--- src/rtl/qdr_cpu_engine.sv ---
// Purpose  : Wishbone register front-end that moves one cache line to/from a QDR memory port.
// Latency  : ack one cycle after each bus transaction; write burst BEATS+1 cycles, read bounded by TIMEOUT.
// Backpres.: no bus stall; starts while busy or with phy_rdy low are dropped, memory side never stalls.
module qdr_cpu_engine #(
   parameter int DATA_W  = 72,
   parameter int BEATS   = 2,
   parameter int TIMEOUT = 255
) (
   input  logic              wb_clk_i,
   input  logic              wb_rst_n_i,
   input  logic              wb_cyc_i,
   input  logic              wb_stb_i,
   input  logic              wb_we_i,
   input  logic [3:0]        wb_sel_i,
   input  logic [31:0]       wb_adr_i,
   input  logic [31:0]       wb_dat_i,
   output logic [31:0]       wb_dat_o,
   output logic              wb_ack_o,
   output logic              wb_err_o,
   input  logic              phy_rdy,
   input  logic              cal_fail,
   output logic [31:0]       qdr_addr,
   output logic              qdr_wr_en,
   output logic [DATA_W-1:0] qdr_wr_data,
   output logic              qdr_rd_en,
   input  logic [DATA_W-1:0] qdr_rd_data,
   input  logic              qdr_rd_dvld
);

   localparam int LINE_W = DATA_W * BEATS;
   localparam int NW     = (LINE_W + 31) / 32;
   localparam int CNT_W  = 4;

   typedef enum logic [2:0] {
      S_IDLE,
      S_WR,
      S_RD_REQ,
      S_RD_CAP,
      S_DONE
   } state_t;

   state_t              state_q, state_d;
   logic                rd_pend_q, rd_pend_d;
   logic                wr_pend_q, wr_pend_d;
   logic                auto_inc_q, auto_inc_d;
   logic                tflag_q, tflag_d;
   logic                op_tmo_q, op_tmo_d;
   logic                ack_q, ack_d;
   logic [31:0]         addr_q, addr_d;
   logic [LINE_W-1:0]   wline_q, wline_d;
   logic [LINE_W-1:0]   rline_q, rline_d;
   logic [CNT_W-1:0]    beat_q, beat_d;
   logic [CNT_W-1:0]    cap_q, cap_d;
   logic [15:0]         tmo_q, tmo_d;

   // bus decode
   logic [6:0]  widx;
   logic [9:0]  wsh;
   logic        wb_txn, wb_wr;
   logic        ctl_wr, addr_wr, wl_wr;
   logic        start_rd, start_wr;
   logic        in_rd, cap_hit, rd_last, tmo_hit, wr_last;
   logic [15:0] tmo_inc;
   logic        busy;
   logic        unused_in;

   assign widx     = wb_adr_i[8:2];
   assign wsh      = {widx[4:0], 5'b0};
   assign wb_txn   = wb_cyc_i & wb_stb_i & ~ack_q;
   assign wb_wr    = wb_txn & wb_we_i;
   assign ctl_wr   = wb_wr & (widx == 7'd1);
   assign addr_wr  = wb_wr & (widx == 7'd2);
   assign wl_wr    = wb_wr & (widx[6:5] == 2'b01) & (32'(widx[4:0]) < NW);

   // read has priority over write when both start bits are set
   assign start_rd = ctl_wr & wb_dat_i[0] & (state_q == S_IDLE) & phy_rdy;
   assign start_wr = ctl_wr & wb_dat_i[8] & ~wb_dat_i[0] & (state_q == S_IDLE) & phy_rdy;

   assign in_rd    = (state_q == S_RD_REQ) | (state_q == S_RD_CAP);
   assign cap_hit  = in_rd & qdr_rd_dvld;
   assign rd_last  = cap_hit & (cap_q == CNT_W'(BEATS - 1));
   assign tmo_inc  = tmo_q + 16'd1;
   // a beat completing the line in the timeout cycle wins over the timeout
   assign tmo_hit  = in_rd & (tmo_inc == 16'(TIMEOUT)) & ~rd_last;
   assign wr_last  = (state_q == S_WR) & (beat_q == CNT_W'(BEATS - 1));

   assign wb_ack_o  = ack_q;
   assign wb_err_o  = 1'b0;
   assign qdr_addr  = addr_q;
   assign unused_in = ^{wb_sel_i, wb_adr_i[31:9], wb_adr_i[1:0]};

   // state and datapath registers, synchronous active-low reset
   always_ff @(posedge wb_clk_i) begin
      if (!wb_rst_n_i) begin
         state_q    <= S_IDLE;
         rd_pend_q  <= 1'b0;
         wr_pend_q  <= 1'b0;
         auto_inc_q <= 1'b0;
         tflag_q    <= 1'b0;
         op_tmo_q   <= 1'b0;
         ack_q      <= 1'b0;
         addr_q     <= '0;
         wline_q    <= '0;
         rline_q    <= '0;
         beat_q     <= '0;
         cap_q      <= '0;
         tmo_q      <= '0;
      end else begin
         state_q    <= state_d;
         rd_pend_q  <= rd_pend_d;
         wr_pend_q  <= wr_pend_d;
         auto_inc_q <= auto_inc_d;
         tflag_q    <= tflag_d;
         op_tmo_q   <= op_tmo_d;
         ack_q      <= ack_d;
         addr_q     <= addr_d;
         wline_q    <= wline_d;
         rline_q    <= rline_d;
         beat_q     <= beat_d;
         cap_q      <= cap_d;
         tmo_q      <= tmo_d;
      end
   end

   // next-state: write burst runs a fixed BEATS cycles, read waits for beats or timeout
   always_comb begin
      state_d = state_q;
      case (state_q)
         S_IDLE: begin
            if (start_rd) begin
               state_d = S_RD_REQ;
            end else if (start_wr) begin
               state_d = S_WR;
            end
         end
         S_WR: begin
            if (wr_last) begin
               state_d = S_DONE;
            end
         end
         S_RD_REQ: begin
            if (rd_last || tmo_hit) begin
               state_d = S_DONE;
            end else begin
               state_d = S_RD_CAP;
            end
         end
         S_RD_CAP: begin
            if (rd_last || tmo_hit) begin
               state_d = S_DONE;
            end
         end
         S_DONE:  state_d = S_IDLE;
         default: state_d = S_IDLE;
      endcase
   end

   // FSM outputs: single-cycle enables on the first beat / request cycle
   always_comb begin
      busy      = (state_q != S_IDLE);
      qdr_wr_en = (state_q == S_WR) && (beat_q == '0);
      qdr_rd_en = (state_q == S_RD_REQ);
   end

   // write data mux; beat counter rests at 0 so idle presents beat 0
   always_comb begin
      qdr_wr_data = wline_q[DATA_W-1:0];
      for (int b = 0; b < BEATS; b++) begin
         if (32'(beat_q) == b) begin
            qdr_wr_data = wline_q[b*DATA_W +: DATA_W];
         end
      end
   end

   // control/status register, counter and address updates
   always_comb begin
      ack_d      = wb_txn;
      auto_inc_d = ctl_wr ? wb_dat_i[24] : auto_inc_q;

      rd_pend_d = rd_pend_q;
      wr_pend_d = wr_pend_q;
      if (start_rd) rd_pend_d = 1'b1;
      if (start_wr) wr_pend_d = 1'b1;
      if (state_q == S_DONE) begin
         rd_pend_d = 1'b0;
         wr_pend_d = 1'b0;
      end

      tflag_d = tflag_q;
      if (ctl_wr && wb_dat_i[16]) tflag_d = 1'b0;
      if (tmo_hit)                tflag_d = 1'b1;

      // per-operation timeout memory so a stale sticky flag does not block auto_inc
      op_tmo_d = op_tmo_q;
      if (start_rd || start_wr) op_tmo_d = 1'b0;
      if (tmo_hit)              op_tmo_d = 1'b1;

      addr_d = addr_q;
      if ((state_q == S_DONE) && auto_inc_q && !op_tmo_q) addr_d = addr_q + 32'd1;
      if (addr_wr)                                      addr_d = wb_dat_i;

      beat_d = ((state_q == S_WR) && !wr_last) ? beat_q + 1'b1 : '0;

      cap_d = cap_q;
      if (start_rd)     cap_d = '0;
      else if (cap_hit) cap_d = cap_q + 1'b1;

      tmo_d = tmo_q;
      if (start_rd)   tmo_d = '0;
      else if (in_rd) tmo_d = tmo_inc;
   end

   // line buffers: bus writes into the write line, captured beats into the read line
   always_comb begin
      logic [LINE_W-1:0] wmask;
      logic [LINE_W-1:0] wval;
      wmask   = LINE_W'(32'hFFFF_FFFF) << wsh;
      wval    = LINE_W'(wb_dat_i) << wsh;
      wline_d = wline_q;
      if (wl_wr) begin
         wline_d = (wline_q & ~wmask) | (wval & wmask);
      end
      rline_d = rline_q;
      for (int b = 0; b < BEATS; b++) begin
         if (cap_hit && (32'(cap_q) == b)) begin
            rline_d[b*DATA_W +: DATA_W] = qdr_rd_data;
         end
      end
   end

   // combinational register read mux; unmapped words return 0
   always_comb begin
      wb_dat_o = '0;
      if (widx == 7'd0) begin
         wb_dat_o = {14'b0, tflag_q, busy, 7'b0, cal_fail, 7'b0, phy_rdy};
      end else if (widx == 7'd1) begin
         wb_dat_o = {7'b0, auto_inc_q, 15'b0, wr_pend_q, 7'b0, rd_pend_q};
      end else if (widx == 7'd2) begin
         wb_dat_o = addr_q;
      end else if ((widx[6:5] == 2'b01) && (32'(widx[4:0]) < NW)) begin
         wb_dat_o = 32'(wline_q >> wsh);
      end else if ((widx[6:5] == 2'b10) && (32'(widx[4:0]) < NW)) begin
         wb_dat_o = 32'(rline_q >> wsh);
      end
   end

endmodule

--- config.mk ---
export PLATFORM = sky130hd
export DESIGN_NAME = qdr_cpu_engine
export DESIGN_NICKNAME = d
export VERILOG_FILES = /design/src/rtl/qdr_cpu_engine.sv
export SDC_FILE = /design/constraint.sdc
export NUM_CORES = 1
export LEC_CHECK = 0
export ABC_AREA = 1
export BUFFER_PORTS_ARGS = -buffer_cell sky130_fd_sc_hd__buf_4
export CELL_PAD_IN_SITES_DETAIL_PLACEMENT = 0
export CELL_PAD_IN_SITES_GLOBAL_PLACEMENT = 1
export CORE_ASPECT_RATIO = 1.25
export CORE_MARGIN = 4
export CORE_UTILIZATION = 44
export DETAILED_ROUTE_END_ITERATION = 16
export PLACE_DENSITY_LB_ADDON = 0.08
export SYNTH_ARGS = -nofsm -noshare
export SYNTH_HDL_FRONTEND = slang
export SYNTH_SLANG_ARGS = --single-unit
--- constraint.sdc ---
create_clock -name wb_clk_i -period 4.9 [get_ports wb_clk_i]
set_input_delay 0.735 -clock wb_clk_i [delete_from_list [all_inputs] [get_ports wb_clk_i]]
set_output_delay 0.735 -clock wb_clk_i [all_outputs]
set_load 0.02 [all_outputs]
==> impl_metrics.yaml <==
status:
  status: "finished clean"
critical_path:
  worstSetupPathType: "in -> out"
  cp_max_fo: 70
  cp.required_ns: 4.16
  arrival_ns: 3.20
  end_kind: "output port"
  cpMaxStageDelayCell: "buf_4"
  reg2reg_depth: 7
  r2r_start: "wb_ack_o"
  cp_common_cell: "buf_4"
  rrSetupSlack_ns: 2.04
  critPathLaunchType: "input port"
  cp_cell_sequence: "buf_4 > inv_2 > nor2_4 > buf_4 > nand2_1 > nand3_1 > a32oi_1 > o21ai_0 > nand2_1 > o21ai_0 > buf_4"
  slowest_delay_ns: 0.66
min_path:
  whs_endpoint: "rline_q[44]"
  hold_depth: 3
  min_from: "qdr_rd_data[44]"
  hp-class: "in -> reg"
clocking:
  insertion_delay_ns: 0.54
  ctsHtreeMaxLevel: 2
  clock_path_buffers: 3
  cts-root-buf: "clkbuf_16"
  post_cts_resized: 0
  cts_buffers: 39
  cts_tree: "done"
  clkTransAtPathRegs_ns: 0.06
  clock_sinks: 353
  post_cts_buffers: 0
  postCtsHoldBufs: 0
power_and_ir_drop:
  vdd_drop_max_v: 0.000263
  p_int_mw: 4.79
  p_comb_frac: 0.076
  p_clk_frac: 0.470
  p_switching_mw: 1.55
  pwr-share-seq: 0.454
  design_power_total_mw: 6.34
  p_per_area_nw_per_um2: 306
  p_leak_nw: 7.68
  sw_frac_of_total: 0.244
grt:
  grt_max_degree: 129
  first_global_vias: 16400
  grt_pass1_wl_um: 98800
  overflow: 0
  antenna_found_initial: 2
  grt_usage: 0.298
route:
  vias: 17900
  ant_nets: 0
  first_pass_iters: 5
  drt-initial-drc-count: 1604
  wirelength_um: 66900
  route.met3.wl_um: 4050
  wl_met1_um: 27300
  wl_met2_um: 31700
  wl_per_cell_um: 21.1
  routed.top_layer: "met5"
  via_per_inst: 5.66
  drc: 0
synthesis:
  synth_async_sr_flop_share: 0
  yosys_warnings: 0
  syn_nets: 2646
  ys_seq_area_frac: 0.408
  synth_edf_count: 0
  yosysMostFrequentCell: "o21ai_0"
  netlist_area_um2: 17300
  synth_flop_cell: "dfxtp_1"
  syn_inst: 2489
  ys_types: 45
  yosys.area.top_type: "dfxtp_1"
  synth_top_area_frac: 0.408
  synth_commonest_cells: "o21ai_0, nor2_1, dfxtp_1, nand2_1, inv_1"
  avgSynthCellArea_um2: 6.97
  ys_ff_latch: 353
  synth_area_leaders: "dfxtp_1, o21ai_0, nor2_1, nand2_1, a21oi_1"
die:
  die_w_um: 186
  ios: 288
  core_um2: 39000
  dieArea_um2: 42700
  die_y_um: 230
  start_util: 0.444
  placementRows: 81
cells_and_area:
  drive_gt1_frac: 0.152
  syn2layout_area_growth_pct: 19.6
  finalNetCount: 2801
  num_antenna_cells: 0
timing:
  drv_slew: 0
  rsz0062_at_grt: "no"
  timing.fmax_mhz: 254
  relSlewSlack: 0.199
  final-hold-violation-count: 0
  worst_pin_slew_ns: 1.20
  period_share: 0.804
  finalCriticalPeriod_ns: 3.94
  tns_ns: 0
  worst_slack_ns: 0.962
  finClkSkew_ns: 0.0156
  setup_viol: 0
flow_run:
  drv_cap: 0
place:
  gp_congestion: 0.927
  port_buffers: 257
  dp_hpwl_um: 47700
  post-place-ws_ns: 1.08
## kinds of logic (layout without fill, tap and decap cells)
family	Yosys count	in the layout	share of synthesized area
AOI/OAI and AO/OA	813	813	0.269
xor gates and xnor gates	29	29	0.0146
adders and majority gates	9	9	0.00649
buffers and inverters	425	609	0.0957
DFF	353	353	0.408
other	1	1	0.000216
and+or+nand+nor	859	859	0.206
## layout by cell type, fill, tap and decap left out, types with 5 or more instances in the layout
cell | Yosys | layout
o22ai_1 | 15 | 15
dfxtp_1 | 353 | 353
nand3_1 | 82 | 82
nor2_4 | 8 | 8
inv_2 | 14 | 14
a221oi_1 | 35 | 35
nor2_2 | 9 | 9
a31oi_1 | 13 | 13
nand3_2 | 6 | 6
clkbuf_16 | 0 | 39
o221ai_1 | 39 | 39
clkbuf_8 | 0 | 13
nor3_1 | 20 | 20
o31ai_1 | 14 | 14
nand2_1 | 322 | 321
buf_4 | 2 | 289
nor2_1 | 379 | 379
a32oi_1 | 15 | 15
xor2_1 | 27 | 27
clkbuf_1 | 117 | 11
a21oi_1 | 208 | 208
o21ai_0 | 398 | 398
ha_1 | 9 | 9
o21ai_1 | 23 | 23
inv_1 | 231 | 231
nand4_1 | 21 | 21
a211oi_1 | 11 | 11
a22o_1 | 5 | 5
o211ai_1 | 20 | 20
a211oi_2 | 10 | 10
## worst max path at each step
stage | cells past startpoint | startpoint | endpoint | slack, ns
after global placement | 11 | wb_adr_i[2] | wb_dat_o[13] | 1.06
final | 11 | wb_adr_i[2] | wb_dat_o[13] | 0.96
after detailed placement | 11 | wb_adr_i[2] | wb_dat_o[13] | 1.08
after global routing | 11 | wb_adr_i[2] | wb_dat_o[13] | 0.85
after floorplan | 8 | wb_adr_i[4] | wb_dat_o[18] | 2.08
after CTS | 11 | wb_adr_i[2] | wb_dat_o[13] | 1.08
## worst max-delay path, delay by kind of cell
| family | cells | cell delay [ns] |
|---|---|---|
| buffers and inverters | 4 | 1.06 |
| AND/OR/NAND/NOR | 4 | 0.52 |
| AO/OA/AOI/OAI | 3 | 0.82 |
## per-layer routing
layer / global-route usage / vias up
li1: - / 8704
met1: 0.385 / 8395
met2: 0.492 / 697
met3: 0.0351 / 143
met4: 0.146 / 2
met5: 0 / -
## power by group through the flow
stage	sequential (mW)	combinational, mW	clock [mW]
5_1_grt	2.87	0.516	3.13
4_1_cts	2.88	0.478	3.01
3_5_place_dp	2.94	0.477	0
6_report	2.88	0.483	2.98
3_3_place_gp	2.94	0.476	0
2_1_floorplan	2.94	0.231	0
## per-stage QoR
| stage | area (µm²) | utilization | std cells | hold WS [ns] |
|---|---|---|---|---|
| 3_5_place_dp | 19500 | 0.499 | 3101 | 0.452 |
| 2_1_floorplan | 17300 | - | 2489 | 0.427 |
| 3_3_place_gp | 19500 | 0.499 | 3101 | 0.447 |
| 5_1_grt | 20700 | 0.532 | 3171 | 0.459 |
| 4_1_cts | 20700 | 0.532 | 3171 | 0.443 |
| 6_report | 20700 | 0.532 | 3171 | 0.459 |
## cell type report
class,count,area (µm²)
inverters,247,927
clock inverters,7,88.8
well taps,498,623
repair buffers,292,2220
clock buffers,63,1200
multi-input cells,1711,8620
flip-flops and latches,353,7070
fillers,3935,18300
No activity file was read; power rests on OpenSTA's default activity.
